--- config.mk ---
export PLATFORM = sky130hd
export DESIGN_NAME = mem_stage_lsu
export DESIGN_NICKNAME = d
export VERILOG_FILES = /design/src/rtl/rv32_mem_pkg.sv /design/src/rtl/load_align.sv /design/src/rtl/mem_stage_lsu.sv
export SDC_FILE = /design/constraint.sdc
export NUM_CORES = 1
export LEC_CHECK = 0
export BUFFER_PORTS_ARGS = -buffer_cell sky130_fd_sc_hd__buf_2
export CAP_MARGIN = 20
export CORE_AREA = 2 2 145 147
export CTS_BUF_LIST = sky130_fd_sc_hd__clkbuf_8
export CTS_CLUSTER_SIZE = 30
export DETAILED_ROUTE_END_ITERATION = 6
export DIE_AREA = 0 0 147 149
export PLACE_DENSITY_LB_ADDON = 0.3
export SLEW_MARGIN = 40
export SYNTH_ARGS = -nofsm -noshare
export SYNTH_HDL_FRONTEND = slang
export SYNTH_SLANG_ARGS = --single-unit
--- constraint.sdc ---
create_clock -name clk -period 4.4 [get_ports clk]
set_input_delay 0.66 -clock clk [delete_from_list [all_inputs] [get_ports clk]]
set_output_delay 0.66 -clock clk [all_outputs]
set_load 0.02 [all_outputs]
--- src/rtl/rv32_mem_pkg.sv ---
// Shared definitions for the MEM-stage load/store unit.
`timescale 1ns/1ps
package rv32_mem_pkg;

    // Load/store width encodings carried in funct3
    localparam logic [2:0] F3_B  = 3'b000;
    localparam logic [2:0] F3_H  = 3'b001;
    localparam logic [2:0] F3_W  = 3'b010;
    localparam logic [2:0] F3_BU = 3'b100;
    localparam logic [2:0] F3_HU = 3'b101;

    typedef enum logic {
        IDLE,
        WAIT_R
    } lsu_state_t;

endpackage

--- src/rtl/load_align.sv ---
// Selects the addressed byte/halfword lane of a read word and extends it.
`timescale 1ns/1ps
module load_align
    import rv32_mem_pkg::*;
#(
    parameter int XLEN = 32
) (
    input  logic [XLEN-1:0] rdata,
    input  logic [1:0]      addr,
    input  logic [2:0]      funct3,
    output logic [XLEN-1:0] formatted
);

    logic [7:0]  byte_lane;
    logic [15:0] half_lane;

    // Lane select and sign/zero extension by access width
    always_comb begin
        byte_lane = rdata[{addr, 3'b000} +: 8];
        half_lane = addr[1] ? rdata[31:16] : rdata[15:0];
        formatted = rdata;
        case (funct3)
            F3_B:    formatted = {{(XLEN-8){byte_lane[7]}}, byte_lane};
            F3_BU:   formatted = {{(XLEN-8){1'b0}}, byte_lane};
            F3_H:    formatted = {{(XLEN-16){half_lane[15]}}, half_lane};
            F3_HU:   formatted = {{(XLEN-16){1'b0}}, half_lane};
            default: formatted = rdata;
        endcase
    end

endmodule

--- src/rtl/mem_stage_lsu.sv ---
// MEM-stage load/store unit: issues data-memory requests, waits for read
// data, stalls the upstream pipeline, and drives the MEM/WB register.
`timescale 1ns/1ps
module mem_stage_lsu
    import rv32_mem_pkg::*;
#(
    parameter int XLEN                    = 32,
    parameter int ALLOW_SAME_CYCLE_RVALID = 0
) (
    input  logic            clk,
    input  logic            reset,
    input  logic [XLEN-1:0] ex_ALU,
    input  logic [XLEN-1:0] ex_Data_out2,
    input  logic            ex_MemRead,
    input  logic            ex_MemWrite,
    input  logic [1:0]      ex_MemtoReg,
    input  logic            ex_RegWrite,
    input  logic [XLEN-1:0] ex_PC,
    input  logic [31:0]     ex_Instruction,
    output logic            mem_req,
    output logic            mem_we,
    output logic [XLEN-1:0] mem_addr,
    output logic [3:0]      mem_be,
    output logic [XLEN-1:0] mem_wdata,
    input  logic            mem_gnt,
    input  logic            mem_rvalid,
    input  logic [XLEN-1:0] mem_rdata,
    output logic            stall_o,
    output logic            misalign_o,
    output logic [XLEN-1:0] wb_ALU,
    output logic [XLEN-1:0] wb_load_data,
    output logic [XLEN-1:0] wb_PC,
    output logic [31:0]     wb_Instruction,
    output logic [1:0]      wb_MemtoReg,
    output logic            wb_RegWrite
);

    localparam bit SAME_CYCLE = (ALLOW_SAME_CYCLE_RVALID != 0);

    lsu_state_t      state;
    lsu_state_t      state_next;
    logic [2:0]      funct3;
    logic            access;
    logic            illegal;
    logic            legal_access;
    logic            same_cycle_data;
    logic [XLEN-1:0] load_data;

    assign funct3 = ex_Instruction[14:12];
    assign access = ex_MemRead | ex_MemWrite;

    // Classify the access: bad width encodings, conflicting flags, misalignment
    always_comb begin
        illegal = 1'b0;
        if (ex_MemRead && ex_MemWrite) begin
            illegal = 1'b1;
        end else if (ex_MemRead) begin
            illegal = !(funct3 == F3_B || funct3 == F3_H || funct3 == F3_W ||
                        funct3 == F3_BU || funct3 == F3_HU);
        end else if (ex_MemWrite) begin
            illegal = !(funct3 == F3_B || funct3 == F3_H || funct3 == F3_W);
        end
        if (access && funct3[1:0] == 2'b01 && ex_ALU[0]) begin
            illegal = 1'b1;
        end
        if (access && funct3[1:0] == 2'b10 && ex_ALU[1:0] != 2'b00) begin
            illegal = 1'b1;
        end
    end

    assign legal_access    = access & ~illegal;
    assign same_cycle_data = SAME_CYCLE & mem_gnt & mem_rvalid;

    // Byte enables and lane-replicated store data
    always_comb begin
        mem_addr  = {ex_ALU[XLEN-1:2], 2'b00};
        case (funct3[1:0])
            2'b00: begin
                mem_be    = 4'b0001 << ex_ALU[1:0];
                mem_wdata = {(XLEN/8){ex_Data_out2[7:0]}};
            end
            2'b01: begin
                mem_be    = 4'b0011 << ex_ALU[1:0];
                mem_wdata = {(XLEN/16){ex_Data_out2[15:0]}};
            end
            default: begin
                mem_be    = 4'b1111;
                mem_wdata = ex_Data_out2;
            end
        endcase
    end

    load_align #(
        .XLEN(XLEN)
    ) u_load_align (
        .rdata     (mem_rdata),
        .addr      (ex_ALU[1:0]),
        .funct3    (funct3),
        .formatted (load_data)
    );

    // State register
    always_ff @(posedge clk) begin
        if (!reset) begin
            state <= IDLE;
        end else begin
            state <= state_next;
        end
    end

    // Next-state: a granted load waits for its data unless it already arrived
    always_comb begin
        state_next = state;
        case (state)
            IDLE: begin
                if (legal_access && ex_MemRead && mem_gnt && !same_cycle_data) begin
                    state_next = WAIT_R;
                end
            end
            WAIT_R: begin
                if (mem_rvalid) begin
                    state_next = IDLE;
                end
            end
            default: state_next = IDLE;
        endcase
    end

    // Handshake outputs and pipeline stall
    always_comb begin
        mem_req    = 1'b0;
        mem_we     = 1'b0;
        stall_o    = 1'b0;
        misalign_o = 1'b0;
        case (state)
            IDLE: begin
                mem_req    = reset & legal_access;
                mem_we     = ex_MemWrite;
                misalign_o = reset & access & illegal;
                if (legal_access) begin
                    if (!mem_gnt) begin
                        stall_o = 1'b1;
                    end else if (ex_MemRead) begin
                        stall_o = !same_cycle_data;
                    end
                end
            end
            WAIT_R: begin
                stall_o = !mem_rvalid;
            end
            default: ;
        endcase
    end

    // MEM/WB register; a stalled cycle becomes a bubble
    always_ff @(posedge clk) begin
        if (!reset) begin
            wb_ALU         <= '0;
            wb_load_data   <= '0;
            wb_PC          <= '0;
            wb_Instruction <= '0;
            wb_MemtoReg    <= '0;
            wb_RegWrite    <= 1'b0;
        end else if (!stall_o) begin
            wb_ALU         <= ex_ALU;
            wb_load_data   <= load_data;
            wb_PC          <= ex_PC;
            wb_Instruction <= ex_Instruction;
            wb_MemtoReg    <= ex_MemtoReg;
            wb_RegWrite    <= ex_RegWrite & ~(access & illegal);
        end else begin
            wb_RegWrite    <= 1'b0;
        end
    end

endmodule

==> impl_metrics.yaml <==
global_route:
  globalRouteTotalUtil: 0.166
  first_global_vias: 5684
  antenna_found_initial: 1
  grt_pass1_wl_microns: 29200
  pin_count_of_the_biggest_net_entering_global_routing: 193
  grt-ovfl-total: 0
logic_synthesis:
  synth_top_family_by_area: "multiplexers"
  netlist-cell-type-count: 40
  post-synth-top-area-fraction: 0.400
  postSynthAreaPerCell_sq_um: 8.75
  yosys_synthesis_warning_count: 0
  share_of_cell_area_taken_by_muxes_after_synthesis: 0.253
  synth.area.top_cells: "sky130_fd_sc_hd__dfxtp_1 40%, sky130_fd_sc_hd__mux2i_1 22%, sky130_fd_sc_hd__nand2_1 13%"
  synth_edf_count: 0
  async_flop_share: 0
  synth-main-ff-cell: "sky130_fd_sc_hd__dfxtp_1"
  xor_and_xnor_fraction_of_the_mapped_netlist_area: 0.00133
  ys_seq_elements: 132
  synth-compound-area-share: 0.0680
  post_synth_fa_ha_maj_area_fraction: 0
  post_synth_and_or_nand_nor_area_fraction: 0.179
  synthesis.area_sq_um: 6610
  synth.largest_area_cell: "sky130_fd_sc_hd__dfxtp_1"
  postSynthCellCount: 755
  synth.yosys.seq_area_share: 0.400
power:
  cellPowerDensity_nw_per_um2: 363
  pwr-share-clk: 0.346
  ir_worst_vdd_mv: 0.153
  power.static_leakage_nw: 4.77
  switching_pwr_uw: 996
  comb_power_share: 0.231
  power.share.sequential: 0.423
  switching_share: 0.316
  p_int_mw: 2.16
detailed_routing:
  detail_route.iter0.violations: 340
  detailedRoute.firstPassIterationCount: 4
  vias: 6162
  routedWlPerCell_microns: 14.5
  post-route-drc-count: 0
  detail-route-antenna-nets: 0
  wirelength_microns: 19400
  via_per_inst: 4.60
sta:
  maxClockFrequency_ghz: 0.319
  slew_headroom: 0.457
  maxSlewViolCount: 0
  finClkSkew_ns: 0.0130
  hold_viol: 0
  transition_time_of_the_tightest_slew_check_pin_ns: 0.815
  post-route-min-period_ns: 3.14
  setup_tns_ns: 0
  finalCritPeriodShare: 0.713
  rsz0062_at_grt: "no"
  finalSetupViolations: 0
clock_network:
  cts_hold_buf: 0
  cts_buffer_count: 17
  post_cts_resized: 0
  clockRootBuffer: "sky130_fd_sc_hd__clkbuf_8"
  htree_num_levels: 4
  tritoncts: "built"
  clock_sink_count: 132
  clock_tree_buf_depth: 2
  clock_latency_ns: 0.44
  path_clk_slew_ns: 0.07
  cts_setup_buffers: 0
setup_path:
  worst_setup_path_start_kind: "primary input"
  timing.critical_path.arrival_ns: 2.48
  crit_path_slowest_cell: "sky130_fd_sc_hd__o41a_2"
  critPathMaxStageDelay_ns: 0.52
  crit_chain: "buf_2 > nor3_2 > nor2_1 > o41a_2 > clkinv_2 > buf_2"
  reg2reg_slack_ns: 2.68
  criticalPathCategory: "primary input to output port"
  setup.worst_path.end_class: "output port"
  crit_top_cell: "sky130_fd_sc_hd__buf_2"
  required_ns: 3.74
  timing.critical_path.fanout_max: 26
layout:
  num-nets-final: 1220
  regArea_sq_um: 2640
  antenna-diode-count: 0
  stdcell_area_sq_um: 8700
  final_non_filler_cells: 1339
  num-fill-cells: 2077
  area_occupied_by_multi_input_gates_sq_um: 3320
  drive_gt1_frac: 0.405
  finalCoreUtilization: 0.423
  syn_to_final_growth_pct: 31.7
placement:
  detailed_place.area_sq_um: 8280
  place.detailed.instances: 1307
  gp_congestion: 0.818
  port_buffer_count: 369
  place.detailed.hpwl_microns: 14100
floorplanning:
  die-area_sq_um: 21900
  die_height_microns: 149
  core.rowCount: 53
  floorplan.io_pins: 372
  floorplan.initialDensity: 0.321
  coreArea_sq_um: 20600
  die_width_microns: 147
job:
  maximum_capacitance_violations: 0
hold_path:
  worstHoldPathType: "flop to flop"
outcome:
  run_status: "finished, final reports clean"
## cell usage in the layout, fill, tap and decap left out, drive strengths merged, types with 7 or more instances in the layout
cell / count
a32oi: 7
and2: 10
buf: 376
clkbuf: 19
dfxtp: 132
inv: 12
mux2: 16
mux2i: 147
nand2: 237
nor2: 13
nor2b: 12
o211ai: 8
o21ai: 12
o221ai: 8
o31ai: 16
## through the flow
step           power, mW  hold slack (ns)  setup WS [ns]
3_3_place_gp        2.09            0.440           1.27
6_report            3.16            0.454           1.26
5_1_grt             3.32            0.436           1.17
3_5_place_dp        2.10            0.445           1.27
4_1_cts             3.21            0.420           1.24
2_1_floorplan       1.85            0.533           1.66
## kinds of logic after synthesis
logic type / after synthesis
AND/OR/NAND/NOR: 285
multiplexers: 164
buffers and inverters: 111
other: 1
AO/OA/AOI/OAI: 61
XOR/XNOR: 1
flip-flops: 132
## critical path: cells and delay by family
family          cells  cell delay (ns)
simple gates        2             0.30
compound gates      1             0.52
buf+inv             3             0.97
## power groups by stage
stage / Sequential, mW / Combinational, mW / Clock, mW
floorplan: 1.48 / 0.367 / 0
global placement: 1.36 / 0.731 / 0
detailed placement: 1.36 / 0.734 / 0
CTS: 1.33 / 0.735 / 1.14
global route: 1.35 / 0.785 / 1.19
finish: 1.33 / 0.728 / 1.09
## cell usage after synthesis (all sizes together) (7+ instances only)
cell,instances
and2,10
o221ai,8
nor2,13
dfxtp,132
o21ai,12
inv,10
a32oi,7
nand2,237
buf,61
mux2i,147
o31ai,16
mux2,16
nor2b,12
clkbuf,39
o211ai,8
## state kept, by name (all words and copies together) (netlist names)
| name | flops |
|---|---|
| wb_load_data | 32 |
| wb_MemtoReg | 2 |
| wb_RegWrite | 1 |
| wb_PC | 32 |
| wb_ALU | 32 |
| wb_Instruction | 32 |
| state | 1 |
## path summary, 6_finish.rpt
check / start / end / cells after the start
max: ex_ALU[1] / stall_o / 6
min: wb_ALU[27] / wb_ALU[27] / 2
max reg2reg: state / wb_Instruction[1] / 4
min reg2reg: wb_ALU[27] / wb_ALU[27] / 2
## cell type report
type                       instances  share of cell area
multi-input combinational        513               0.382
sequential                       132               0.304
timing repair buffer             376               0.222
tap                              275              0.0395
clock buffer                      19              0.0300
clock inverter                    13              0.0181
inverter                          11             0.00489
## metal layers
metal / vias up / global-route usage / wire, microns
li1: 3079 / - / -
met1: 2808 / 0.206 / 8290
met2: 247 / 0.284 / 9420
met3: 28 / 0.0404 / 1340
met4: 0 / 0.0591 / 371
met5: - / 0 / 0
No activity file was read; power rests on OpenSTA's default activity.
